## config.mk

```make
export PLATFORM = sky130hd
export DESIGN_NAME = wb4_to_pi1
export DESIGN_NICKNAME = d
export VERILOG_FILES = /design/src/rtl/pi1_pkg.sv /design/src/rtl/wb4_to_pi1.sv
export SDC_FILE = /design/constraint.sdc
export NUM_CORES = 1
export LEC_CHECK = 0
export CAP_MARGIN = 5
export CORE_MARGIN = 2
export CORE_UTILIZATION = 37
export CTS_BUF_LIST = sky130_fd_sc_hd__clkbuf_8
export DETAILED_ROUTE_END_ITERATION = 6
export GPL_ROUTABILITY_DRIVEN = 0
export PLACE_DENSITY = 0.87
export SLEW_MARGIN = 15
export SYNTH_ARGS = -nofsm -noshare
export SYNTH_HDL_FRONTEND = slang
export SYNTH_SLANG_ARGS = --single-unit
```

## constraint.sdc

```tcl
create_clock -name clk_i -period 1.6 [get_ports clk_i]
set_clock_uncertainty 0.1 [all_clocks]
set_input_delay 0.32 -clock clk_i [delete_from_list [all_inputs] [get_ports clk_i]]
set_output_delay 0.32 -clock clk_i [all_outputs]
set_load 0.01 [all_outputs]
```

## src/rtl/pi1_pkg.sv

```systemverilog
// Shared PI1 definitions: operation codes and word-address width helpers.
package pi1_pkg;

  localparam logic [1:0] PINOOP = 2'd0;
  localparam logic [1:0] PIWROP = 2'd1;
  localparam logic [1:0] PIRDOP = 2'd2;
  localparam logic [1:0] PIRWOP = 2'd3;

  function automatic int clog2(input int value);
    int result;
    result = 0;
    while ((1 << result) < value) result++;
    return result;
  endfunction

  // A PI1 word address drops the byte-offset bits of a byte address.
  function automatic int pi1_addr_bits(input int archbitsz);
    return archbitsz - clog2(archbitsz / 8);
  endfunction

endpackage

```

## src/rtl/wb4_to_pi1.sv

```systemverilog
// Wishbone B4 pipelined slave to PI1 master bridge; one transaction in flight,
// back-pressure through wb4_stall_o.
module wb4_to_pi1
  import pi1_pkg::*;
#(
  parameter int ARCHBITSZ = 32,
  localparam int ADDRBITSZ = pi1_addr_bits(ARCHBITSZ)
) (
  input  logic                     clk_i,
  input  logic                     rst_i,
  input  logic                     wb4_cyc_i,
  input  logic                     wb4_stb_i,
  input  logic                     wb4_we_i,
  input  logic [ARCHBITSZ-1:0]     wb4_addr_i,
  input  logic [ARCHBITSZ-1:0]     wb4_data_i,
  input  logic [ARCHBITSZ/8-1:0]   wb4_sel_i,
  output logic                     wb4_stall_o,
  output logic                     wb4_ack_o,
  output logic [ARCHBITSZ-1:0]     wb4_data_o,
  output logic [1:0]               pi1_op_o,
  output logic [ADDRBITSZ-1:0]     pi1_addr_o,
  output logic [ARCHBITSZ-1:0]     pi1_data_o,
  input  logic [ARCHBITSZ-1:0]     pi1_data_i,
  output logic [ARCHBITSZ/8-1:0]   pi1_sel_o,
  input  logic                     pi1_rdy_i
);

  localparam int ALSB = clog2(ARCHBITSZ / 8);

  localparam logic [1:0] S_IDLE   = 2'd0;
  localparam logic [1:0] S_ISSUE  = 2'd1;
  localparam logic [1:0] S_WAITRD = 2'd2;
  localparam logic [1:0] S_DRAIN  = 2'd3;

  logic [1:0] state;
  logic       we_q;
  logic       ack_q;
  logic       wb_req;
  logic       unused_addr_lo;

  assign wb_req         = wb4_cyc_i & wb4_stb_i;
  assign unused_addr_lo = ^wb4_addr_i[ALSB-1:0];

  assign wb4_stall_o = (state != S_IDLE) || rst_i;
  // Gating with cyc keeps ack off the bus once the master has abandoned the cycle.
  assign wb4_ack_o   = ack_q & wb4_cyc_i;

  always_ff @(posedge clk_i) begin
    if (rst_i) begin
      state      <= S_IDLE;
      we_q       <= 1'b0;
      ack_q      <= 1'b0;
      wb4_data_o <= '0;
      pi1_op_o   <= PINOOP;
      pi1_addr_o <= '0;
      pi1_data_o <= '0;
      pi1_sel_o  <= '0;
    end else begin
      ack_q <= 1'b0;
      case (state)
        S_IDLE: begin
          if (wb_req) begin
            we_q       <= wb4_we_i;
            pi1_addr_o <= wb4_addr_i[ARCHBITSZ-1:ALSB];
            pi1_data_o <= wb4_data_i;
            pi1_sel_o  <= wb4_sel_i;
            if (wb4_sel_i == '0) begin
              // Empty byte mask: complete locally without touching PI1.
              ack_q      <= 1'b1;
              wb4_data_o <= '0;
            end else begin
              state    <= S_ISSUE;
              pi1_op_o <= wb4_we_i ? PIWROP : PIRDOP;
            end
          end
        end
        S_ISSUE: begin
          if (pi1_rdy_i) begin
            pi1_op_o <= PINOOP;
            if (we_q) begin
              state <= S_IDLE;
              ack_q <= wb4_cyc_i;
            end else begin
              state <= wb4_cyc_i ? S_WAITRD : S_DRAIN;
            end
          end else if (!wb4_cyc_i) begin
            state    <= S_IDLE;
            pi1_op_o <= PINOOP;
          end
        end
        S_WAITRD: begin
          if (pi1_rdy_i) begin
            state <= S_IDLE;
            if (wb4_cyc_i) begin
              wb4_data_o <= pi1_data_i;
              ack_q      <= 1'b1;
            end
          end else if (!wb4_cyc_i) begin
            state <= S_DRAIN;
          end
        end
        default: begin
          // Committed read: wait it out and throw the data away.
          if (pi1_rdy_i) state <= S_IDLE;
        end
      endcase
    end
  end

endmodule

```

Yosys cells after proc, flatten, opt, wreduce, memory -nomap -nowiden

Index checks and enable logic that the tools add are counted.

Equal/unequal tests: 9
Muxes and demuxes: 27
Bitwise gates (word level): 2
Reduce and logical (&&, ||, !) cells: 11

Operators by type and width:

| operator           | count |
|---|---|
| $mux 32            | 4 |
| $pmux 32 s2        | 1 |
| $mux 2             | 12 |
| $ne 2x2->1 const B | 5 |
| $reduce_and 5->1   | 2 |
| $mux 1             | 7 |
| $ne 3x3->1 const B | 2 |
| $pmux 2 s3         | 1 |
| $reduce_bool 2->1  | 3 |
| $logic_not 4->1    | 1 |
| $pmux 2 s2         | 1 |
| $reduce_and 4->1   | 1 |
| $reduce_bool 4->1  | 1 |
| $pmux 1 s3         | 1 |
| $and 1x1->1        | 2 |
| $eq 2x1->1 const B | 1 |
| $eq 2x2->1 const B | 1 |
| $logic_not 2->1    | 1 |
| $reduce_and 2->1   | 1 |
| $logic_or 1x1->1   | 1 |

Bits in registers: 104
Output and inout bits: 102
Word-level logic and storage cells: 57

Logic depth before layout (Yosys ltp)

Gate-level depths: netlist (run 1).

Depth in word-level cells: 4
Mapped depth: 9

Worst setup path after synthesis (run 1)

Ideal clock, no wire load.

Kind: register to register
Start point: register state[0]
End point: register pi1_op_o[0]
Arrival time: 1.561 ns
Path slack: -0.189 ns
Cell stages (with the launch flop): 7
Buffers on the path: 0
Cell sequence: dfxtp_1 inv_1 ha_1 a21boi_0 a2111oi_2 mux2i_1 nor2_1

Word-level cells in the longest chain between the ends: 3

RTL lines:

| item                                          | RTL line         | text |
|---|---|---|
| from (decl)                                   | wb4_to_pi1.sv:35 | `logic [1:0] state;` |
| from (signal assigned)                        | wb4_to_pi1.sv:84 | `state <= wb4_cyc_i ? S_WAITRD : S_DRAIN;` |
| $eq 2x1->1 or $logic_not 2->1 (tied branches) | wb4_to_pi1.sv:60 | `case (state)` |
| $ne 3x3->1 (no line) (tied with other cells)  | n/a              |  |
| $reduce_and 4->1 (no line)                    | n/a              |  |
| to (signal assigned)                          | wb4_to_pi1.sv:73 | `pi1_op_o <= wb4_we_i ? PIWROP : PIRDOP;` |
| to (decl)                                     | wb4_to_pi1.sv:20 | `output logic [1:0] pi1_op_o,` |

Parallel ways exist; a longest one is shown, timed or not.
A chain may end at the register's enable or synchronous reset.

Worst setup path after layout (run 1)

Start point: register state[0]
End point: register wb4_data_o[9]

Word-level cells in the longest chain between the ends: 3

RTL lines:

| item                                                      | RTL line         | text |
|---|---|---|
| $eq 2x2->1 or $logic_not 2->1 (tied branches)             | wb4_to_pi1.sv:60 |  |
| $ne 2x2->1 (no line) or $reduce_bool 2->1 (tied branches) | n/a              |  |
| $reduce_and 5->1 (no line)                                | n/a              |  |
| to (signal assigned)                                      | wb4_to_pi1.sv:95 | `wb4_data_o <= pi1_data_i;` |
| to (decl)                                                 | wb4_to_pi1.sv:19 | `output logic [ARCHBITSZ-1:0] wb4_data_o,` |

Parallel ways exist; a longest one is shown, timed or not.

==> results of run 1 <==
[layer usage]
metal  share of wire [%]  wire, um  GRT usage [%]  vias to the layer above
met2                  52      7240           39.6                      186
met1                  38      5290           24.6                     2113
met4                 1.8       246           7.42                        0
met3                 8.3      1150           5.68                       22
li1                    -         -              -                     2118
met5                   0         0              0                        -
[worst paths after layout]
path,startpoint,endpoint,cells past startpoint
hold / removal,wb4_sel_i[0],pi1_sel_o[0]$_SDFFE_PP0P_,3
setup reg to reg,state[0]$_SDFFE_PP0P_,wb4_data_o[9]$_SDFFE_PP0P_,8
setup / recovery,state[0]$_SDFFE_PP0P_,wb4_data_o[9]$_SDFFE_PP0P_,8
hold reg to reg,pi1_data_o[30]$_SDFFE_PP0P_,pi1_data_o[30]$_SDFFE_PP0P_,2
[layout make-up]
type / instances / area [um2]
sequential: 104 / 2090
clock inverter: 6 / 81.3
fill: 911 / 3880
clock buffer: 10 / 138
inverter: 3 / 16.3
timing repair buffer: 252 / 2530
tap: 140 / 175
multi-input combinational: 342 / 1880
[power groups by stage]
stage	combinational [mW]	sequential, mW	clock (mW)
after floorplan	1.16	3.04	0
after global placement	2.32	2.95	0
after detailed placement	2.41	2.97	0
after CTS	2.73	2.91	1.84
after global routing	3.17	2.93	1.94
final	2.97	2.91	1.78
[worst max-delay path, stage by stage, from the launching register on]
cell       delay [ns]
dfxtp_4          0.39
inv_4            0.04
buf_6            0.12
ha_2             0.21
buf_4            0.15
mux2i_4          0.24
clkbuf_16        0.22
o21ai_0          0.08
a21oi_1          0.15
[timing repair]
item                                    4_1_cts  5_1_grt
buffers inserted                              8        1
endpoints found under the setup margin      205      104
resized for setup                           129       20
pin swaps                                    32       24
cloned                                        2        5
[flip-flops by register name, indices dropped and copies added (netlist names)]
| register | count |
|---|---|
| pi1_op_o | 2 |
| pi1_sel_o | 4 |
| ack_q | 1 |
| pi1_addr_o | 30 |
| state | 2 |
| wb4_data_o | 32 |
| pi1_data_o | 32 |
| we_q | 1 |
[synthesized netlist by cell type (all sizes together)]
cell	number
nand2	135
dfxtp	104
a21oi	100
o21ai	34
nand4	32
clkbuf	24
buf	21
ha	7
nor2	7
mux2i	4
nand2b	4
a21boi	3
inv	3
mux2	2
a2111oi	1
a211oi	1
and2	1
and3	1
and3b	1
and4bb	1
nand3	1
nand3b	1
nor2b	1
nor3	1
nor4	1
o2111ai	1
o221a	1
o221ai	1
[logic make-up after synthesis]
kind of cell / after synthesis / synth area share, %
AOI/OAI and AO/OA: 142 / 18.3
adders and majority gates: 7 / 2.15
buffers and inverters: 48 / 6.21
DFF: 104 / 51.1
muxes: 6 / 1.63
and+or+nand+nor: 187 / 20.6
==> results.toml, run 1 <==
[outcome]
status = "finished with violations"
violations = "setup timing"

[pwr]
clkPwrFrac_pct = 23.2
switchingPower_mw = 2.49
p_int_mw = 5.16
swShare_pct = 32.6
total_power_mw = 7.66
power.density_nw_per_um2 = 1110
p_leak_nw = 2.98
peakVddDrop_v = 0.000699
p_seq_share_pct = 38.0
combPwrFrac_pct = 38.8

[detailed_routing]
drc = 0
avgRoutedWirePerCell_um = 16.2
dr.pass1.iters = 4
drtIter0Drc = 326
routed_wl_um = 13900
num_vias = 4439
vias_per_cell = 5.18
postRouteAntennaNets = 0

[clock_tree]
clock_latency_ns = 0.35
numCtsBuffers = 9
cts-root-buf = "clkbuf_8"
cts_buffer_depth = 2
clkSinkCount = 104
clkSlewWorstSetupHoldPaths_ns = 0.10
hold_buffers = 0
h-tree-depth = 3
cts_tree = "done"

[sta]
whs_ns = 0.191
clock.fmax_mhz = 566
period_needed_ns = 1.77
max_slew_margin_pct = 67.3
hold_viol_final = 0
finalSetupViolations = 103
tightest_slew_ns = 0.490
final_max_slew_viol_count = 0
finalCritPeriodShare_pct = 111
worst_slack_ns = -0.168
setup_tns_ns = -10.46
rsz0062_at_grt = "true"

[worst_setup_path]
worstPathMaxFanout = 16
crit_type = "reg -> reg"
start_kind = "flop"
rrSetupSlack_ns = -0.17
critical_path_arrival_ns = 1.95
cp.required_ns = 1.79
endpoint_kind = "flop"

[final_layout]
postLayoutCellArea_um2 = 6910
final_cells = 857
drive_above_1_share_pct = 13.5
final_common_cell = "nand2_1"
syn_to_final_growth_pct = 69.8
mostFrequentLayoutCells = "nand2_1, dfxtp_1, clkdlybuf4s50_1, dlygate4sd2_1, a21oi_1"
final_util_pct = 64.1
antenna_cells = 0
nets = 825

[synth]
synth_top_area_cell = "dfxtp_1"
synthesis.area_per_instance_um2 = 8.24
synthCells = 494
yosys.area.top_type_share_pct = 51.1
synth_area_leaders = "dfxtp_1, nand2_1, a21oi_1, nand4_1, o21ai_0"
synthesis.area_um2 = 4070
ys_warn_count = 0
yosysSeqAreaShare_pct = 51.1
ys_types = 33
syn-num-nets = 607
ys_seq_elements = 104

[global_route]
grt_usage_pct = 21.8
antenna_found_initial = 0
grt_overflow = 0
grt_pass1_vias = 4379
grt_max_degree = 47
grt_pass1_wl_um = 20700

[die]
io_pins = 208
fp.dieW_um = 109
fp.dieArea_um2 = 11900
die-height_um = 109
start_util_pct = 37.7
core_um2 = 10800
row_count = 38

[run]
cap_violations = 0

[placed_design]
portBuffers = 205
pre_cts_slack_ns = -0.527
placed_cell_area_um2 = 6440
hpwl_um = 9450
dp.cells = 826

[hold_path]
worst_hold_path_type = "in -> reg"
(Power assumes the default switching activity.)
==> inputs of run 2 (changes only) <==
--- a/config.mk
+++ b/config.mk
@@ -5,6 +5,7 @@
 export SDC_FILE = /design/constraint.sdc
 export NUM_CORES = 1
 export LEC_CHECK = 0
+export ABC_CLOCK_PERIOD_IN_PS = 1600
 export CAP_MARGIN = 5
 export CORE_MARGIN = 2
 export CORE_UTILIZATION = 37
==> results of run 2 <==
Final layout, timing and power as in run 1 (identical DEF).
